## src/rtl/sw_alloc_rr.sv

```systemverilog
// ----------------------------------------------------------------------------
// sw_alloc_rr
//
// Switch allocator for the 5-port router. Every output port runs its own
// round-robin arbiter over the input ports and, once a multi-flit packet has
// won it, stays locked to that input until the tail flit is granted
// (wormhole hold). The registered allocation matrix feeds xbarCtrl.
//
// Ports
//   clk          in   1        clock, all state on the rising edge
//   reset_n      in   1        asynchronous reset, active-low
//   reqVector    in   N*N      [i*N+o]=1: input i requests output o
//   tailVector   in   N        [i]=1: current flit at input i is a tail/single
//   outReady     in   N        [o]=1: downstream of output o accepts a flit
//   allocVector  out  N*N      registered grants, [i*N+o]
//   grantValid   out  N        [i]=1: input i holds a grant (registered)
//   lockVector   out  N        [o]=1: output o is locked to a packet
//
// Port index map: 4-LOCAL, 3-N, 2-S, 1-E, 0-W.
// ----------------------------------------------------------------------------
module sw_alloc_rr #(
    parameter int NUM_PORT     = 5,
    parameter int LOG_NUM_PORT = 3
) (
    input  logic                             clk,
    input  logic                             reset_n,
    input  logic [NUM_PORT*NUM_PORT-1:0]     reqVector,
    input  logic [NUM_PORT-1:0]              tailVector,
    input  logic [NUM_PORT-1:0]              outReady,
    output logic [NUM_PORT*NUM_PORT-1:0]     allocVector,
    output logic [NUM_PORT-1:0]              grantValid,
    output logic [NUM_PORT-1:0]              lockVector
);

    typedef enum logic {
        ST_IDLE   = 1'b0,
        ST_LOCKED = 1'b1
    } port_state_t;

    // ------------------------------------------------------------------------
    // Request filtering: an input may only ask for one output. When a row has
    // several bits set, the lowest-index output is the one that counts, so the
    // other outputs never see that input as a requester.
    // ------------------------------------------------------------------------
    logic [NUM_PORT*NUM_PORT-1:0] eff_req;
    logic [NUM_PORT-1:0]          row_seen;

    always_comb begin
        eff_req  = '0;
        row_seen = '0;
        for (int i = 0; i < NUM_PORT; i++) begin
            for (int o = 0; o < NUM_PORT; o++) begin
                if (reqVector[i*NUM_PORT+o] && !row_seen[i]) begin
                    eff_req[i*NUM_PORT+o] = 1'b1;
                    row_seen[i]           = 1'b1;
                end
            end
        end
    end

    // Combinational grant matrix, same [i*N+o] layout as allocVector.
    logic [NUM_PORT*NUM_PORT-1:0] alloc_next;

    // ------------------------------------------------------------------------
    // One arbiter + lock FSM per output port.
    // ------------------------------------------------------------------------
    generate
        for (genvar gi = 0; gi < NUM_PORT; gi++) begin : g_out
            port_state_t             state_reg;
            port_state_t             state_next;
            logic [LOG_NUM_PORT-1:0] ptr_reg;
            logic [LOG_NUM_PORT-1:0] ptr_next;
            logic [LOG_NUM_PORT-1:0] owner_reg;
            logic [LOG_NUM_PORT-1:0] owner_next;
            logic [NUM_PORT-1:0]     col_req;     // requesters of this output
            logic [NUM_PORT-1:0]     grant_next;  // one-hot over inputs
            logic [LOG_NUM_PORT-1:0] winner;
            logic                    found;

            for (genvar gj = 0; gj < NUM_PORT; gj++) begin : g_col
                assign col_req[gj]                 = eff_req[gj*NUM_PORT+gi];
                assign alloc_next[gj*NUM_PORT+gi]  = grant_next[gj];
            end

            always_ff @(posedge clk or negedge reset_n) begin
                if (!reset_n) begin
                    state_reg <= ST_IDLE;
                    ptr_reg   <= '0;
                    owner_reg <= '0;
                end else begin
                    state_reg <= state_next;
                    ptr_reg   <= ptr_next;
                    owner_reg <= owner_next;
                end
            end

            always_comb begin
                state_next = state_reg;
                ptr_next   = ptr_reg;
                owner_next = owner_reg;
                grant_next = '0;
                winner     = '0;
                found      = 1'b0;

                case (state_reg)
                    ST_IDLE: begin
                        // Pointer only moves when a grant is actually issued;
                        // idle or back-pressured cycles leave it untouched.
                        if (outReady[gi] && (|col_req)) begin
                            for (int k = 0; k < NUM_PORT; k++) begin
                                if (!found && col_req[(int'(ptr_reg) + k) % NUM_PORT]) begin
                                    found  = 1'b1;
                                    winner = LOG_NUM_PORT'((int'(ptr_reg) + k) % NUM_PORT);
                                end
                            end
                            grant_next[winner] = 1'b1;
                            ptr_next = (int'(winner) == NUM_PORT - 1) ? '0 : winner + 1'b1;
                            // Head of a multi-flit packet: hold the output.
                            if (!tailVector[winner]) begin
                                state_next = ST_LOCKED;
                                owner_next = winner;
                            end
                        end
                    end

                    ST_LOCKED: begin
                        // Only the owner may proceed. A stalled or silent
                        // owner keeps the lock indefinitely.
                        if (outReady[gi] && col_req[owner_reg]) begin
                            grant_next[owner_reg] = 1'b1;
                            if (tailVector[owner_reg]) begin
                                state_next = ST_IDLE;
                            end
                        end
                    end

                    default: begin
                        state_next = ST_IDLE;
                    end
                endcase
            end

            assign lockVector[gi] = (state_reg == ST_LOCKED);
        end
    endgenerate

    // ------------------------------------------------------------------------
    // Registered allocation matrix and per-input grant flags.
    // ------------------------------------------------------------------------
    logic [NUM_PORT*NUM_PORT-1:0] alloc_reg;
    logic [NUM_PORT-1:0]          grant_valid_reg;
    logic [NUM_PORT-1:0]          grant_valid_next;

    always_comb begin
        grant_valid_next = '0;
        for (int i = 0; i < NUM_PORT; i++) begin
            grant_valid_next[i] = |alloc_next[i*NUM_PORT +: NUM_PORT];
        end
    end

    always_ff @(posedge clk or negedge reset_n) begin
        if (!reset_n) begin
            alloc_reg       <= '0;
            grant_valid_reg <= '0;
        end else begin
            alloc_reg       <= alloc_next;
            grant_valid_reg <= grant_valid_next;
        end
    end

    assign allocVector = alloc_reg;
    assign grantValid  = grant_valid_reg;

endmodule

```

## config.mk

```make
export PLATFORM = sky130hd
export DESIGN_NAME = sw_alloc_rr
export DESIGN_NICKNAME = d
export VERILOG_FILES = /design/src/rtl/sw_alloc_rr.sv
export SDC_FILE = /design/constraint.sdc
export NUM_CORES = 1
export LEC_CHECK = 0
export CELL_PAD_IN_SITES_DETAIL_PLACEMENT = 0
export CELL_PAD_IN_SITES_GLOBAL_PLACEMENT = 1
export CORE_AREA = 4 4 167 169
export CTS_BUF_LIST = sky130_fd_sc_hd__clkbuf_8 sky130_fd_sc_hd__clkbuf_16
export DETAILED_ROUTE_END_ITERATION = 16
export DIE_AREA = 0 0 171 173
export GPL_TIMING_DRIVEN = 0
export PLACE_DENSITY_LB_ADDON = 0.1
export SETUP_SLACK_MARGIN = 0.02
export SLEW_MARGIN = 20
export SYNTH_ARGS = -nofsm -noshare
export SYNTH_HDL_FRONTEND = slang
export SYNTH_SLANG_ARGS = --single-unit
```

## constraint.sdc

```tcl
create_clock -name clk -period 7.6 [get_ports clk]
set_input_delay 1.52 -clock clk [delete_from_list [all_inputs] [get_ports clk]]
set_output_delay 1.52 -clock clk [all_outputs]
set_load 0.01 [all_outputs]
```

==> flow_summary.toml <==
[status]
status = "completed"

[sta]
fin_worst_skew_ns = 0.00748
worst_pin_slew_ns = 1.01
maxSlewHeadroom = 0.326
max_freq_mhz = 141
tns_ns = 0
slew_viol_final = 0
fin_ws_ns = 0.505
post-route-period-util = 0.934
finalHoldViolCount = 0
min_period_ns = 7.10
rsz0062_at_grt = "false"
setup_viol = 0

[worst_setup_path]
cp_data_arrival_time_ns = 7.30
startpoint = "g_out[4].ptr_reg[0]"
r2r-start = "g_out[4].ptr_reg[0]"
end_kind = "register"
path_class = "register to register"
reg2reg_slack_ns = 0.50
cp.required_ns = 7.80
startpoint_type = "register"
path_max_fanout = 13

[layout]
design_area_mm2 = 0.0136
largest_reg_flops = 25
areaGrowthSynthToFinish_pct = 11.5
final_cells = 2001
diodes = 0
fin_nets = 1808
drive_gt1_frac = 0.0940

[cts]
clk_pin_slew_worst_paths_ns = 0.05
root_buffer = "clkbuf_16"
clock_path_buffers = 2
clk_latency_ns = 0.33
cts.sinks = 65
cts_resized = 0
postCtsSetupRepairBufs = 0
h-tree-depth = 3
cts_tree = "built"
holdBufCountCts = 0
cts_buffers = 9

[floorplanning]
coreArea_mm2 = 0.0266
io_pins = 72
fp.dieH_um = 173
die-area_mm2 = 0.0296
rows = 60
initial_core_util = 0.460
die_w_um = 171

[hold_path]
hp-start = "g_out[2].state_reg"
hold_path.class = "register to register"

[synth]
synth_most_common_cell = "nand2_1"
dominantRegCellSynth = "dfrtp_1"
synth_edf_count = 0
yosysTopAreaCellShare = 0.133
syn_inst = 1578
netlist_area_mm2 = 0.0122
yosys_warnings = 0
avgSynthCellArea_um2 = 7.75
synth_cell_types = 116
synth_area_leaders = "dfrtp_1, ha_1, mux2i_1"
synth_seq_area_share = 0.133
synthTopCellsByCount = "nand2_1, ha_1, inv_1"
synth-seq-cells = 65
yosysTopAreaCell = "dfrtp_1"
syn-num-nets = 1730
ys_async_sr_fraction = 1.00

[global_route]
antenna_found_initial = 0
overflow = 0
grt_pass1_vias = 11644
track_usage = 0.255
grt_pass1_wl_um = 62400
grt_max_degree = 40

[placement]
place.gp.congestion = 0.910
dp_hpwl_um = 30700
placed_area_mm2 = 0.0134
portBuffers = 67
dpl.cell_count = 1987
preCtsSetupSlack_ns = 0.559

[route]
drtPass1Iterations = 5
ant_nets = 0
drc_errors = 0
wl_per_cell_um = 19.6
vias_per_cell = 6.36
vias = 12724
routed_wl_um = 39200
dr.first_iter.drc_count = 1078

[job]
maxCapViolCount = 0
[area by class of cell]
cell class / count / area [um2]
Tap cell: 341 / 427
Inverter: 108 / 408
Buffer: 84 / 377
Clock inverter: 6 / 52.6
Clock buffer: 9 / 225
Fill cell: 2621 / 12900
Timing Repair Buffer: 68 / 688
Sequential cell: 65 / 1630
Multi-Input combinational cell: 1320 / 9840
[routing by layer]
layer,vias up,wire length (um),GRT usage
li1,6165,-,-
met1,6110,18800,0.386
met4,0,637,0.0508
met3,45,2850,0.0432
met2,404,16900,0.381
met5,-,0,0
[cells by family (layout without fill, tap and decap cells)]
kind of cell	count (synthesis)	after routing	share of synthesized area
muxes	78	78	0.0753
xor gates and xnor gates	41	41	0.0324
DFF	65	65	0.133
adders and majority gates	115	115	0.118
AOI/OAI and AO/OA	533	533	0.327
and+or+nand+nor	553	553	0.250
buffers and inverters	193	275	0.0645
[through the flow]
step | util | hold WS [ns]
global placement | 0.502 | 0.545
finish | 0.513 | 0.558
CTS | 0.513 | 0.559
detailed placement | 0.503 | 0.546
floorplan | - | 0.499
global route | 0.513 | 0.606
[critical path, stage by stage, from the launching register on]
cell      delay [ns]
dfrtp_1         0.50
buf_2           0.26
inv_1           0.14
clkbuf_1        0.52
ha_1            0.48
inv_1           0.11
ha_1            0.40
inv_1           0.11
ha_1            0.24
nor3_2          0.22
nor2_4          0.05
xnor2_2         0.30
ha_1            0.26
a21oi_1         0.08
o31ai_1         0.73
mux4_2          0.63
a211o_1         0.35
or4b_4          0.56
nand3_4         0.15
o41ai_2         0.14
a211o_1         0.32
or4_1           0.40
[worst paths after layout]
check,to,depth (start not counted)
min in group asynchronous,allocVector[8],1
max in group asynchronous,g_out[1].state_reg,2
max,grantValid[1],21
max reg2reg,grantValid[1],21
min,g_out[2].state_reg,2
min reg2reg,g_out[2].state_reg,2
[placed cells by master (no fill, tap or decap), types with 40 or more instances in the layout]
cell type,n
mux2i_1,56
a21oi_1,82
nand2_1,123
ha_1,114
nor2_1,91
clkbuf_1,51
o21ai_0,73
nand3_1,43
nor2b_1,40
clkdlybuf4s50_1,66
nand2b_1,44
inv_1,97
dfrtp_1,65
Power is left out: the tool's default activity adds up to more than one toggle a clock period on the data nets, which glitch-free logic cannot reach.
